<file path="src/rtl/vend_pkg.sv">
// rtl/vend_pkg.sv - shared types, constants and price function for the vending sequencer
package vend_pkg;

  localparam int NUM_TYPES  = 8;
  localparam int TYPE_W     = 3;
  localparam int STOCK_W    = 4;
  localparam int INIT_STOCK = 5;
  localparam int STOCK_MAX  = 15;
  localparam int PRICE_BASE = 2;
  localparam int PRICE_STEP = 1;

  localparam int ERR_ZERO_AMT = 0;
  localparam int ERR_NO_STOCK = 1;
  localparam int ERR_NO_MONEY = 2;
  localparam int ERR_CLAMP    = 3;
  localparam int ERR_COLLIDE  = 4;

  typedef enum logic [1:0] {
    ST_IDLE   = 2'd0,
    ST_CHECK  = 2'd1,
    ST_COMMIT = 2'd2,
    ST_FAIL   = 2'd3
  } state_t;

  function automatic logic [6:0] price(input logic [TYPE_W-1:0] t);
    return 7'(PRICE_BASE + int'(t) * PRICE_STEP);
  endfunction

endpackage

</file>
<file path="src/rtl/vend_stock_bank.sv">
// rtl/vend_stock_bank.sv - per-type stock register file with saturating read-modify-write
module vend_stock_bank
  import vend_pkg::*;
(
  input  logic               clk,
  input  logic               rst,
  input  logic [TYPE_W-1:0]  i_rd_type,
  output logic [STOCK_W-1:0] o_rd_data,
  input  logic               i_wr_en,
  input  logic               i_wr_add,
  input  logic [TYPE_W-1:0]  i_wr_type,
  input  logic [STOCK_W-1:0] i_wr_amount,
  output logic [STOCK_W-1:0] o_wr_level,
  output logic               o_wr_clamp
);

  localparam int SUM_W = STOCK_W + 1;

  logic [STOCK_W-1:0] r_stock [NUM_TYPES];
  logic [STOCK_W-1:0] w_level;
  logic [SUM_W-1:0]   w_update;

  // Result MSB flags saturation; lower bits are the new stock value.
  function automatic logic [SUM_W-1:0] sat_update(input logic [STOCK_W-1:0] cur,
                                                  input logic [STOCK_W-1:0] amt,
                                                  input logic               add);
    logic [SUM_W-1:0] sum;
    if (add) begin
      sum = {1'b0, cur} + {1'b0, amt};
      if (sum > SUM_W'(STOCK_MAX)) return {1'b1, STOCK_W'(STOCK_MAX)};
      return {1'b0, sum[STOCK_W-1:0]};
    end
    if (amt > cur) return {1'b1, STOCK_W'(0)};
    return {1'b0, cur - amt};
  endfunction

  assign w_level    = r_stock[i_wr_type];
  assign w_update   = sat_update(w_level, i_wr_amount, i_wr_add);
  assign o_wr_level = w_level;
  assign o_wr_clamp = w_update[STOCK_W];
  assign o_rd_data  = r_stock[i_rd_type];

  always_ff @(posedge clk) begin
    if (rst) begin
      for (int i = 0; i < NUM_TYPES; i++) r_stock[i] <= STOCK_W'(INIT_STOCK);
    end else if (i_wr_en) begin
      r_stock[i_wr_type] <= w_update[STOCK_W-1:0];
    end
  end

endmodule

</file>
<file path="src/rtl/vend_sequencer.sv">
// rtl/vend_sequencer.sv - buy/restock transaction FSM; VEND_REVENUE_EN adds revenue and sales_count
module vend_sequencer
  import vend_pkg::*;
(
  input  logic       clk,
  input  logic       rst,
  input  logic       buy_req,
  input  logic [2:0] buy_type,
  input  logic [3:0] buy_amount,
  input  logic [6:0] customer_money,
  input  logic       restock_req,
  input  logic [2:0] restock_type,
  input  logic [3:0] restock_amount,
  output logic       ack,
  output logic       busy,
  output logic       done,
  output logic       dispense_valid,
  output logic [2:0] dispense_type,
  output logic [3:0] dispense_count,
  output logic [6:0] change,
  output logic [6:0] error,
  output logic [3:0] stock_level
`ifdef VEND_REVENUE_EN
  ,
  output logic [15:0] revenue,
  output logic [7:0]  sales_count
`endif
);

  state_t      r_state;
  logic        r_is_buy;
  logic [2:0]  r_type;
  logic [3:0]  r_amount;
  logic [6:0]  r_money;
  logic        r_ack;
  logic        r_done;
  logic        r_disp_valid;
  logic [2:0]  r_disp_type;
  logic [3:0]  r_disp_count;
  logic [6:0]  r_change;
  logic [6:0]  r_error;

  logic [10:0] w_cost;
  logic [6:0]  w_check_err;
  logic [3:0]  w_level;
  logic        w_clamp;
  logic        w_commit;

  assign w_cost   = {4'b0, price(r_type)} * {7'b0, r_amount};
  assign w_commit = (r_state == ST_COMMIT);

  vend_stock_bank u_stock (
    .clk         (clk),
    .rst         (rst),
    .i_rd_type   (buy_type),
    .o_rd_data   (stock_level),
    .i_wr_en     (w_commit),
    .i_wr_add    (!r_is_buy),
    .i_wr_type   (r_type),
    .i_wr_amount (r_amount),
    .o_wr_level  (w_level),
    .o_wr_clamp  (w_clamp)
  );

  always_comb begin
    w_check_err = '0;
    if (r_amount == 4'd0) w_check_err[ERR_ZERO_AMT] = 1'b1;
    if (r_is_buy) begin
      if (r_amount > w_level) w_check_err[ERR_NO_STOCK] = 1'b1;
      if (w_cost > {4'b0, r_money}) w_check_err[ERR_NO_MONEY] = 1'b1;
    end
  end

  always_ff @(posedge clk) begin
    if (rst) begin
      r_state      <= ST_IDLE;
      r_is_buy     <= 1'b0;
      r_type       <= '0;
      r_amount     <= '0;
      r_money      <= '0;
      r_ack        <= 1'b0;
      r_done       <= 1'b0;
      r_disp_valid <= 1'b0;
      r_disp_type  <= '0;
      r_disp_count <= '0;
      r_change     <= '0;
      r_error      <= '0;
    end else begin
      r_ack        <= 1'b0;
      r_done       <= 1'b0;
      r_disp_valid <= 1'b0;
      case (r_state)
        ST_IDLE: begin
          // Restock wins; a simultaneous buy stays pending on its level request.
          if (restock_req || buy_req) begin
            r_ack    <= 1'b1;
            r_is_buy <= !restock_req;
            r_type   <= restock_req ? restock_type : buy_type;
            r_amount <= restock_req ? restock_amount : buy_amount;
            r_money  <= restock_req ? 7'd0 : customer_money;
            r_change <= '0;
            r_error  <= (restock_req && buy_req) ? 7'(1 << ERR_COLLIDE) : 7'd0;
            r_state  <= ST_CHECK;
          end
        end
        ST_CHECK: begin
          r_error <= r_error | w_check_err;
          r_state <= (w_check_err != 7'd0) ? ST_FAIL : ST_COMMIT;
        end
        ST_COMMIT: begin
          r_done  <= 1'b1;
          r_state <= ST_IDLE;
          if (r_is_buy) begin
            r_disp_valid <= 1'b1;
            r_disp_type  <= r_type;
            r_disp_count <= r_amount;
            r_change     <= r_money - w_cost[6:0];
          end else if (w_clamp) begin
            r_error[ERR_CLAMP] <= 1'b1;
          end
        end
        ST_FAIL: begin
          r_done   <= 1'b1;
          r_change <= r_is_buy ? r_money : 7'd0;
          r_state  <= ST_IDLE;
        end
        default: r_state <= ST_IDLE;
      endcase
    end
  end

`ifdef VEND_REVENUE_EN
  logic [15:0] r_revenue;
  logic [7:0]  r_sales_count;
  logic [16:0] w_rev_sum;

  assign w_rev_sum = {1'b0, r_revenue} + {6'b0, w_cost};

  always_ff @(posedge clk) begin
    if (rst) begin
      r_revenue     <= '0;
      r_sales_count <= '0;
    end else if (w_commit && r_is_buy) begin
      r_revenue     <= w_rev_sum[16] ? 16'hFFFF : w_rev_sum[15:0];
      r_sales_count <= r_sales_count + 8'd1;
    end
  end

  assign revenue     = r_revenue;
  assign sales_count = r_sales_count;
`endif

  assign ack            = r_ack;
  assign busy           = (r_state != ST_IDLE);
  assign done           = r_done;
  assign dispense_valid = r_disp_valid;
  assign dispense_type  = r_disp_type;
  assign dispense_count = r_disp_count;
  assign change         = r_change;
  assign error          = r_error;

endmodule
</file>
<file path="config.mk">
export PLATFORM = sky130hd
export DESIGN_NAME = vend_sequencer
export DESIGN_NICKNAME = d
export VERILOG_FILES = /design/src/rtl/vend_pkg.sv /design/src/rtl/vend_stock_bank.sv /design/src/rtl/vend_sequencer.sv
export SDC_FILE = /design/constraint.sdc
export NUM_CORES = 1
export LEC_CHECK = 0
export CORE_MARGIN = 2
export CORE_UTILIZATION = 40
export CTS_BUF_LIST = sky130_fd_sc_hd__clkbuf_8 sky130_fd_sc_hd__clkbuf_16
export CTS_CLUSTER_SIZE = 14
export DETAILED_ROUTE_END_ITERATION = 10
export GPL_TIMING_DRIVEN = 0
export PLACE_DENSITY = 0.58
export REMOVE_ABC_BUFFERS = 1
export SYNTH_ARGS = -nofsm -noshare
export SYNTH_HDL_FRONTEND = slang
export SYNTH_SLANG_ARGS = --single-unit
</file>
<file path="constraint.sdc">
create_clock -name clk -period 4.5 [get_ports clk]
set_input_delay 0.9 -clock clk [delete_from_list [all_inputs] [get_ports clk]]
set_output_delay 0.9 -clock clk [all_outputs]
set_load 0.01 [all_outputs]
</file>
==> Word level (Yosys, flattened, before mapping) <==
Memories as Yosys holds them, arrays and structs flattened. A register that Yosys moved wholly into a read port is not among the register bits.
Index checks and enable logic that the tools add are counted.
{ "totals": {"reg_bits": 41, "ram_bits": 32, "out_inout_bits": 29, "word_cells": 94, "n_memories": 1} }
{ "memory_table": {"columns": ["memory", "depth", "word_bits", "rd", "rd_ports_with_merged_regs", "wr", "line_no", "source"], "rows": [
  ["u_stock.r_stock", 8, 4, 2, 1, 8, "vend_stock_bank.sv:19", "logic [STOCK_W-1:0] r_stock [NUM_TYPES];"]
]} }
{ "op_classes": {"add_sub_neg": 4, "n_mul": 1, "magnitude_cmp": 3, "eq_ne": 7, "muxes": 43, "bitwise_logic": 3, "n_reduce_logical": 19} }
{ "ops": {"columns": ["operator", "count"], "rows": [
  ["$mux 5", 7],
  ["$mux 7", 5],
  ["$pmux 7 s3", 1],
  ["$mux 1", 18],
  ["$mux 3", 4],
  ["$pmux 3 s2", 2],
  ["$gt 8x7->1", 1],
  ["$mul 4x4->8", 1],
  ["$mux 4", 2],
  ["$ne 2x2->1 const B", 4],
  ["$or 7x3->7", 1],
  ["$reduce_bool 7->1", 1],
  ["$sub 7x7->7", 1],
  ["$pmux 2 s3", 1],
  ["$reduce_and 2->1", 3],
  ["$reduce_bool 3->1", 2],
  ["$reduce_or 2->1", 3],
  ["$add 4x4->5", 1],
  ["$gt 5x4->1 const B", 1],
  ["$add 2x3->4 const A", 1],
  ["$eq 2x2->1 const B", 2],
  ["$gt 4x4->1", 1],
  ["$logic_not 4->1", 1],
  ["$mux 2", 2],
  ["12 further kinds", 14]
]} }

==> Depth between registers and ports, before layout <==
Gate-level depths: netlist of the first run.
{ "logic_depth": {"word_depth": 12, "depth_mapped": 16, "mapped_depth_nobuf": 16} }

==> By module <==
A second synthesis of the first run with hierarchy kept.
{ "unflattened": {"cells_unflattened": 495, "area_unflattened_um2": 4739.5} }
{ "by_module_without_submodules": {"columns": ["module", "n_inst", "cells_each", "area_per_inst_um2"], "rows": [
  ["vend_sequencer", 1, 298, 2565.0],
  ["vend_stock_bank", 1, 197, 2174.6]
]} }

==> Worst setup path after synthesis of the first run <==
OpenSTA, ideal clock, no wires.
{ "synth_timing": {"path_type": "reg-to-reg", "startpoint": "register r_type[1]", "endpoint": "register r_state[0]", "arrival_time_ps": 3824, "required_time_ps": 4375, "path_slack_ps": 551, "path_stages_with_launch": 17, "path_cell_list": "dfxtp_1 > inv_1 > ha_1 > nand2_1 > fa_1 > fa_1 > inv_1 > fa_1 > a21o_1 > a21oi_1 > xnor2_1 > ha_1 > a21oi_1 > nand2_1 > o22ai_1 > nand3_1 > o41a_1"} }
{ "synth_between": {"elab_chain_cells": 8} }
{ "synth_rtl": {"columns": ["item", "line_no", "source"], "rows": [
  ["start: declaration", "vend_sequencer.sv:32", "logic [2:0] r_type;"],
  ["start signal: assignment", "vend_sequencer.sv:98", "r_type <= restock_req ? restock_type : buy_type;"],
  ["$add 2x3->4", "vend_pkg.sv:26", "return 7'(PRICE_BASE + int'(t) * PRICE_STEP);"],
  ["$mul 4x4->8", "vend_sequencer.sv:49", "assign w_cost = {4'b0, price(r_type)} * {7'b0, r_amount};"],
  ["$gt 8x7->1", "vend_sequencer.sv:70", "if (w_cost > {4'b0, r_money}) w_check_err[ERR_NO_MONEY] = 1'b1;"],
  ["$mux 1", "vend_sequencer.sv:70", null],
  ["$mux 2", "vend_sequencer.sv:68", "if (r_is_buy) begin"],
  ["$reduce_bool 7->1", "vend_sequencer.sv:108", "r_state <= (w_check_err != 7'd0) ? ST_FAIL : ST_COMMIT;"],
  ["$mux 1", "vend_sequencer.sv:108", null],
  ["$pmux 2 s3", "vend_sequencer.sv:92", "case (r_state)"],
  ["end signal: assignment", "vend_sequencer.sv:108", null],
  ["end: declaration", "vend_sequencer.sv:30", "state_t r_state;"]
]} }
No other way between the ends.
A chain may end at the register's enable or synchronous reset.

==> Final worst setup path of the first run <==
Same ends and word-level chain as after synthesis.

==> parameters.txt, run 1 <==
Parameter                              Value

STA
  Max-Slew Margin vs Limit    14.2%
  Number of endpoints failing setup at the final stage    0
  Final hold violation count    0
  Slew at the pin with the worst max-slew slack    1.27 ns
  Least setup slack across all paths after layout    0.240 ns
  Worst clock skew on the final layout    0.00515 ns
  Part of the cycle the worst path needs    94.7%
  Max Freq    235 MHz
  Slew Limit Fails    0
  Final min period    4.26 ns

Outcome
  Run status    finished with violations
  Violated checks    DRC

Clock network
  Root buffer selected by CTS    sky130_fd_sc_hd__clkbuf_16
  Clock Sinks    74
  H-tree level count    3
  Bufs on Longest Clock Path    2
  Clock latency on the worst-skew pair    0.34 ns
  Post-CTS repair timing setup buffer count    0
  Clock-pin slew reported for the worst setup and hold paths after clock tree synthesis    0.06 ns
  Number of buffers added to fix hold violations after cts    0
  CTS tree    done
  CTS Buf Count    9

Critical path
  Startpoint Class    flop
  Crit path required time    4.72 ns
  Crit path arrival time    4.48 ns
  Category of the worst setup path capture point    flop
  Startpoint-to-endpoint class of the critical path    reg2reg
  Critical path peak fanout    7

Logic synthesis
  Top cell type's share of synthesized area    20.2%
  Count leader, synth    sky130_fd_sc_hd__nor2_1
  Register area share after synthesis    38.0%
  Synth Cell Area    4750 um^2
  Average cell area after synthesis    9.73 um^2
  Async S/R FF share, synth    0%
  Ranking of synthesized cells by instance count    sky130_fd_sc_hd__nor2_1, sky130_fd_sc_hd__nand2_1, sky130_fd_sc_hd__dfxtp_1
  Yosys synthesis warning count    0
  Post-synthesis sequential element count    74
  Prevailing post-synth register cell    sky130_fd_sc_hd__dfxtp_1
  Number of instances in the synthesized netlist    488
  Post-synth cell types    53
  Top cell type by total area after synthesis    sky130_fd_sc_hd__edfxtp_1
  Cell types with the largest area share after synthesis    sky130_fd_sc_hd__edfxtp_1, sky130_fd_sc_hd__dfxtp_1, sky130_fd_sc_hd__ha_1, sky130_fd_sc_hd__mux4_2, sky130_fd_sc_hd__nor2_1
  Count of flip-flops with a built-in enable after synthesis    32

Power and ir drop
  Pint    1850 uW
  Cell area power density    553 nW/um^2
  Comb power frac    46.2%
  Part of the total power dissipated in sequential elements    30.1%
  Clock network power share    23.6%
  Leak Pwr    0.00209 uW
  Switching power share of the total    40.9%
  Net switching power    1280 uW
  Worst ir drop on vdd    0.375 mV

Routing
  Initial detailed-routing violation count    196
  Count of nets left with antenna violations after detail routing    0
  Total wire length    11.0 mm
  Avg Vias per Cell    5.42
  First-pass iteration count of the detailed router    7
  Average wire per standard cell    16.3 um
  DRC violations left    1
  DR vias    3657

Floorplan
  Initial core utilization    41.2%
  Die Y    113 um
  Area of the core    11500 um^2
  Die Footprint    12800 um^2
  Row cnt    39
  Overall die width    113 um
  IO Pins    54

Placement
  Dpl hpwl    8.24 mm
  Count of input and output buffers    51
  RePlAce Congestion    0.842
  Placed cell areas    5330 um^2
  Setup WS pre-CTS    0.0257 ns

Global routing
  Total overflow reported by the global router    0
  Largest net degree at the start of global routing    55
  GRT Resource Usage Total    18.2%
  First-pass GRT wire length    18.1 mm
  Via count of the first global-routing pass    3609
  Number of antenna violations at the first check in global routing    0

Final layout
  Syn-to-layout area delta    18.9%
  Net count, final    600
  Layout Utilization    49.0%
  Filler cell count in the final layout    1089
  ANT cells    0
  Share of layout cells above drive strength 1    9.77%
  Layout Cell Area excl Fill    5640 um^2

Worst hold path
  Path type of the worst min-delay path    reg2reg

Run
  Max-cap viol count    0
==> path summary, 6_finish.rpt <==
path                    startpoint          endpoint  slack [ns]  cells after the start
hold / removal    dispense_type[0]  dispense_type[0]        0.45                      2
hold reg to reg   dispense_type[0]  dispense_type[0]        0.45                      2
setup reg to reg         r_type[1]        r_state[0]        0.24                     16
setup / recovery         r_type[1]        r_state[0]        0.24                     16
==> placed cells by master, fill, tap and decap left out, types with 3 or more instances in the layout <==
cell type	instances
sky130_fd_sc_hd__dfxtp_1	40
sky130_fd_sc_hd__nor2_1	61
sky130_fd_sc_hd__nor3_1	7
sky130_fd_sc_hd__xnor2_1	4
sky130_fd_sc_hd__o21ai_0	8
sky130_fd_sc_hd__clkdlybuf4s50_1	50
sky130_fd_sc_hd__a21o_1	3
sky130_fd_sc_hd__nand2_1	47
sky130_fd_sc_hd__o21a_1	4
sky130_fd_sc_hd__fa_1	7
sky130_fd_sc_hd__a21oi_1	24
sky130_fd_sc_hd__and2_1	7
sky130_fd_sc_hd__o21bai_1	5
sky130_fd_sc_hd__inv_1	35
sky130_fd_sc_hd__o22a_1	3
sky130_fd_sc_hd__nor2b_1	14
sky130_fd_sc_hd__clkbuf_16	9
sky130_fd_sc_hd__nand3_1	15
sky130_fd_sc_hd__ha_1	41
sky130_fd_sc_hd__mux2_2	6
sky130_fd_sc_hd__edfxtp_1	32
sky130_fd_sc_hd__nand2b_1	17
sky130_fd_sc_hd__mux2i_1	11
sky130_fd_sc_hd__a22oi_1	10
sky130_fd_sc_hd__nor4_1	3
sky130_fd_sc_hd__mux4_2	16
sky130_fd_sc_hd__a211oi_1	14
==> registers in the layout, indices dropped and copies added, names as in the netlist, named ones only <==
signal and flops:
ack 1, change 7, dispense_count 4, dispense_type 3
dispense_valid 1, done 1, error 5, r_amount 4
r_is_buy 1, r_money 7, r_state 2, r_type 3
u_stock.r_stock 32
==> critical path: stages, from the launching register on <==
cell	delay, ns
sky130_fd_sc_hd__dfxtp_4	0.39
sky130_fd_sc_hd__inv_1	0.09
sky130_fd_sc_hd__ha_1	0.34
sky130_fd_sc_hd__nand2_1	0.08
sky130_fd_sc_hd__fa_1	0.48
sky130_fd_sc_hd__fa_1	0.55
sky130_fd_sc_hd__inv_1	0.07
sky130_fd_sc_hd__fa_1	0.45
sky130_fd_sc_hd__a21o_1	0.18
sky130_fd_sc_hd__a21oi_1	0.17
sky130_fd_sc_hd__xnor2_1	0.14
sky130_fd_sc_hd__ha_1	0.30
sky130_fd_sc_hd__a21oi_1	0.18
sky130_fd_sc_hd__nand2_1	0.07
sky130_fd_sc_hd__o22ai_1	0.16
sky130_fd_sc_hd__nand3_2	0.14
sky130_fd_sc_hd__o41a_1	0.33
==> per-layer routing <==
layer | up-vias | GRT usage (%) | part of all wire [%]
met1 | 1759 | 24.6 | 47
met2 | 86 | 29.0 | 47
met3 | 13 | 3.37 | 3.9
li1 | 1799 | - | -
met4 | 0 | 7.56 | 1.7
met5 | - | 0 | 0
==> cells by family (layout without fill, tap and decap cells) <==
| kind of cell | count (synthesis) | in the layout | share of synthesized area (%) |
|---|---|---|---|
| other | 1 | 2 | 0.0790 |
| and+or+nand+nor | 181 | 181 | 18.1 |
| xor gates and xnor gates | 5 | 5 | 0.923 |
| DFF | 74 | 74 | 38.0 |
| adders and majority gates | 48 | 48 | 13.8 |
| muxes | 33 | 33 | 11.3 |
| AOI/OAI and AO/OA | 86 | 86 | 12.7 |
| buffers and inverters | 60 | 103 | 5.09 |
==> cell type report <==
type / instances / area, um^2 / area share [%]
Tap cell: 143 / 179 / 3.17
Clock buffer: 9 / 225 / 3.99
Inverter: 36 / 135 / 2.39
Clock inverter: 7 / 77.6 / 1.37
Sequential cell: 74 / 1810 / 32.0
Multi-Input combinational cell: 355 / 2720 / 48.1
Timing Repair Buffer: 51 / 505 / 8.96
==> power by group through the flow <==
stage,sequential [uW],clock [uW],combinational [uW]
finish,940,737,1440
global route,960,777,1600
CTS,941,751,1440
detailed placement,954,0,1430
global placement,952,0,1420
floorplan,920,0,1010
==> per-stage QoR <==
step	total power (uW)	TNS [ns]	hold WS [ns]	cells
after global routing	3340	-0.0312	0.476	675
after floorplan	1930	0	0.463	465
after detailed placement	2380	0	0.444	659
final	3120	0	0.455	675
after CTS	3140	0	0.459	675
after global placement	2370	0	0.445	659
==> repair_timing <==
item,4_1_cts,5_1_grt
pin swaps,0,0
resized for setup,1,4
endpoints found under the setup margin,1,3
No activity file was read; power rests on OpenSTA's default activity.
==> run 2, diff against run 1 <==
- CTS_CLUSTER_DIAMETER: default -> 200
==> results of run 2 <==
Same layout as run 1: the final DEF is identical, and so are final timing and power.
==> run 3, diff against run 2 <==
- SETUP_SLACK_MARGIN: default -> 0.2
==> parameters.txt, run 3 (synthesis results as in run 1) <==
Parameter                              Value

Placement
  Total placed cells including tap cells    659
  Dpl hpwl    8.24 mm
  Count of input and output buffers    51
  Setup WS pre-CTS    0.0257 ns
  RePlAce Congestion    0.842

Clock network
  CTS tree    done
  H-tree level count    3
  CTS Buf Count    9
  Clock Sinks    74
  Root buffer selected by CTS    sky130_fd_sc_hd__clkbuf_16
  Bufs on Longest Clock Path    2
  Clock latency on the worst-skew pair    0.34 ns
  Number of buffers added to fix hold violations after cts    0
  Clock-pin slew reported for the worst setup and hold paths after clock tree synthesis    0.06 ns

Final layout
  Filler cell count in the final layout    1083
  Share of layout cells above drive strength 1    11.2%
  Number of flip-flops in the largest register    32
  Most common cell after layout, fill and taps aside    sky130_fd_sc_hd__nor2_1
  Syn-to-layout area delta    19.9%
  Commonest non-fill, non-tap cells in the layout    sky130_fd_sc_hd__nor2_1, sky130_fd_sc_hd__clkdlybuf4s50_1, sky130_fd_sc_hd__nand2_1
  Most flops, register    u_stock.r_stock
  ANT cells    0
  Net count, final    602
  Number of cells in the finished layout apart from fillers    677

STA
  Least setup slack across all paths after layout    0.412 ns
  Max-Slew Margin vs Limit    11.9%
  Post-Route Hold Slack    0.455 ns
  RSZ-0062 raised after global routing    no
  Slew Limit Fails    0
  Max Freq    245 MHz
  Final hold violation count    0
  Final min period    4.09 ns
  Summed negative setup slack over all endpoints    0 ns
  Slew at the pin with the worst max-slew slack    1.31 ns
  Part of the cycle the worst path needs    90.8%
  Number of endpoints failing setup at the final stage    0
  Worst clock skew on the final layout    0.00505 ns

Critical path
  Setup slack, reg-to-reg    0.41 ns
  Crit path required time    4.72 ns
  Count of buffer and inverter cells on the critical path    2
  Crit path arrival time    4.31 ns
  Cell-by-cell trace of the critical path    inv_2 -> ha_4 -> nand2_1 -> fa_1 -> fa_1 -> inv_1 -> ha_1 -> a21o_1 -> a21oi_2 -> xnor2_1 -> ha_1 -> nand3_1 -> o22ai_2 -> nand3_2 -> o41a_1
  Startpoint Class    flop
  Slowest stage cell, crit path    sky130_fd_sc_hd__fa_1
  Critical path peak fanout    7
  Launching point of the worst reg2reg path    r_type[1]
  Cell family with most CP delay    adder cells
  Category of the worst setup path capture point    flop
  Endpoint of the most critical register-to-register path    r_state[0]
  Startpoint-to-endpoint class of the critical path    reg2reg
  Worst reg2reg path depth    15
  Slowest Stage Delay on Critical Path    0.55 ns

Routing
  DRC violations left    1
  Average wire per standard cell    16.3 um
  Initial detailed-routing violation count    203
  Total wire length    11.1 mm
  First-pass iteration count of the detailed router    7
  Count of nets left with antenna violations after detail routing    0
  DR vias    3644
  Avg Vias per Cell    5.38

Global routing
  Number of antenna violations at the first check in global routing    0
  Largest net degree at the start of global routing    55
  GRT Resource Usage Total    18.2%
  Total overflow reported by the global router    0
  First-pass GRT wire length    18.0 mm
  Via count of the first global-routing pass    3595

Floorplan
  Overall die width    113 um
  Area of the core    11500 um^2
  Die Footprint    12800 um^2
  Initial core utilization    41.2%
  IO Pins    54
  Row cnt    39
  Die Y    113 um

Power and ir drop
  Cell area power density    560 nW/um^2
  Leak Pwr    0.00210 uW
  Worst ir drop on vdd    0.378 mV

Worst hold path
  Path type of the worst min-delay path    reg2reg
  Worst min-delay path startpoint    dispense_type[0]
  End of the worst hold path    dispense_type[0]
  Hold Path Depth    2

Run
  Max-cap viol count    0

Outcome
  Violated checks    DRC
  Run status    finished with violations
-- run 3: cell type report --
| type | instances | area (um^2) | area share [%] |
|---|---|---|---|
| Sequential cell | 74 | 1810 | 31.8 |
| Clock buffer | 9 | 225 | 3.96 |
| Multi-Input combinational cell | 355 | 2740 | 48.2 |
| Tap cell | 143 | 179 | 3.15 |
| Timing Repair Buffer | 53 | 520 | 9.15 |
| Inverter | 36 | 135 | 2.38 |
| Clock inverter | 7 | 77.6 | 1.36 |
-- run 3: what timing repair did --
action	4_1_cts	5_1_grt
setup endpoints to repair	4	4
gates resized for setup	5	7
buffers inserted	0	2
pin swaps	0	3
-- run 3: report_power, final --
group          switching (uW)  internal (uW)  leakage [uW]
clock                     303            435      0.000152
combinational             847            653       0.00133
sequential                144            800      0.000619
-- run 3: worst max-delay path by stage --
stage	start	endpoint	slack (ns)	cells after the start
final	r_type[1]	r_state[0]	0.41	15
after global routing	r_type[1]	r_state[0]	0.23	15
after CTS	r_type[1]	r_state[0]	0.22	16
after detailed placement	r_type[1]	r_state[0]	0.03	15
after global placement	r_type[1]	r_state[0]	0.02	16
after floorplan	r_type[1]	r_state[0]	0.55	16
-- run 3: routing by layer --
| metal | GRT usage, % | part of all wire (%) |
|---|---|---|
| met1 | 24.6 | 48 |
| met2 | 29.0 | 47 |
| met3 | 3.37 | 3.7 |
| met4 | 7.56 | 1.7 |
| met5 | 0 | 0 |
-- run 3: tightest hold or removal path, delay by kind of cell (launching register included) --
family	cells	cell delay (ns)
AO/OA/AOI/OAI	1	0.05
flip-flops	1	0.31
AND/OR/NAND/NOR	1	0.05
-- run 3: through the flow --
stage | util, % | power (uW) | cell area [um^2]
after floorplan | - | 1930 | 4640
after global placement | 46.3 | 2370 | 5330
after detailed placement | 46.3 | 2380 | 5330
after CTS | 49.0 | 3150 | 5640
after global routing | 49.4 | 3400 | 5690
final | 49.4 | 3180 | 5690
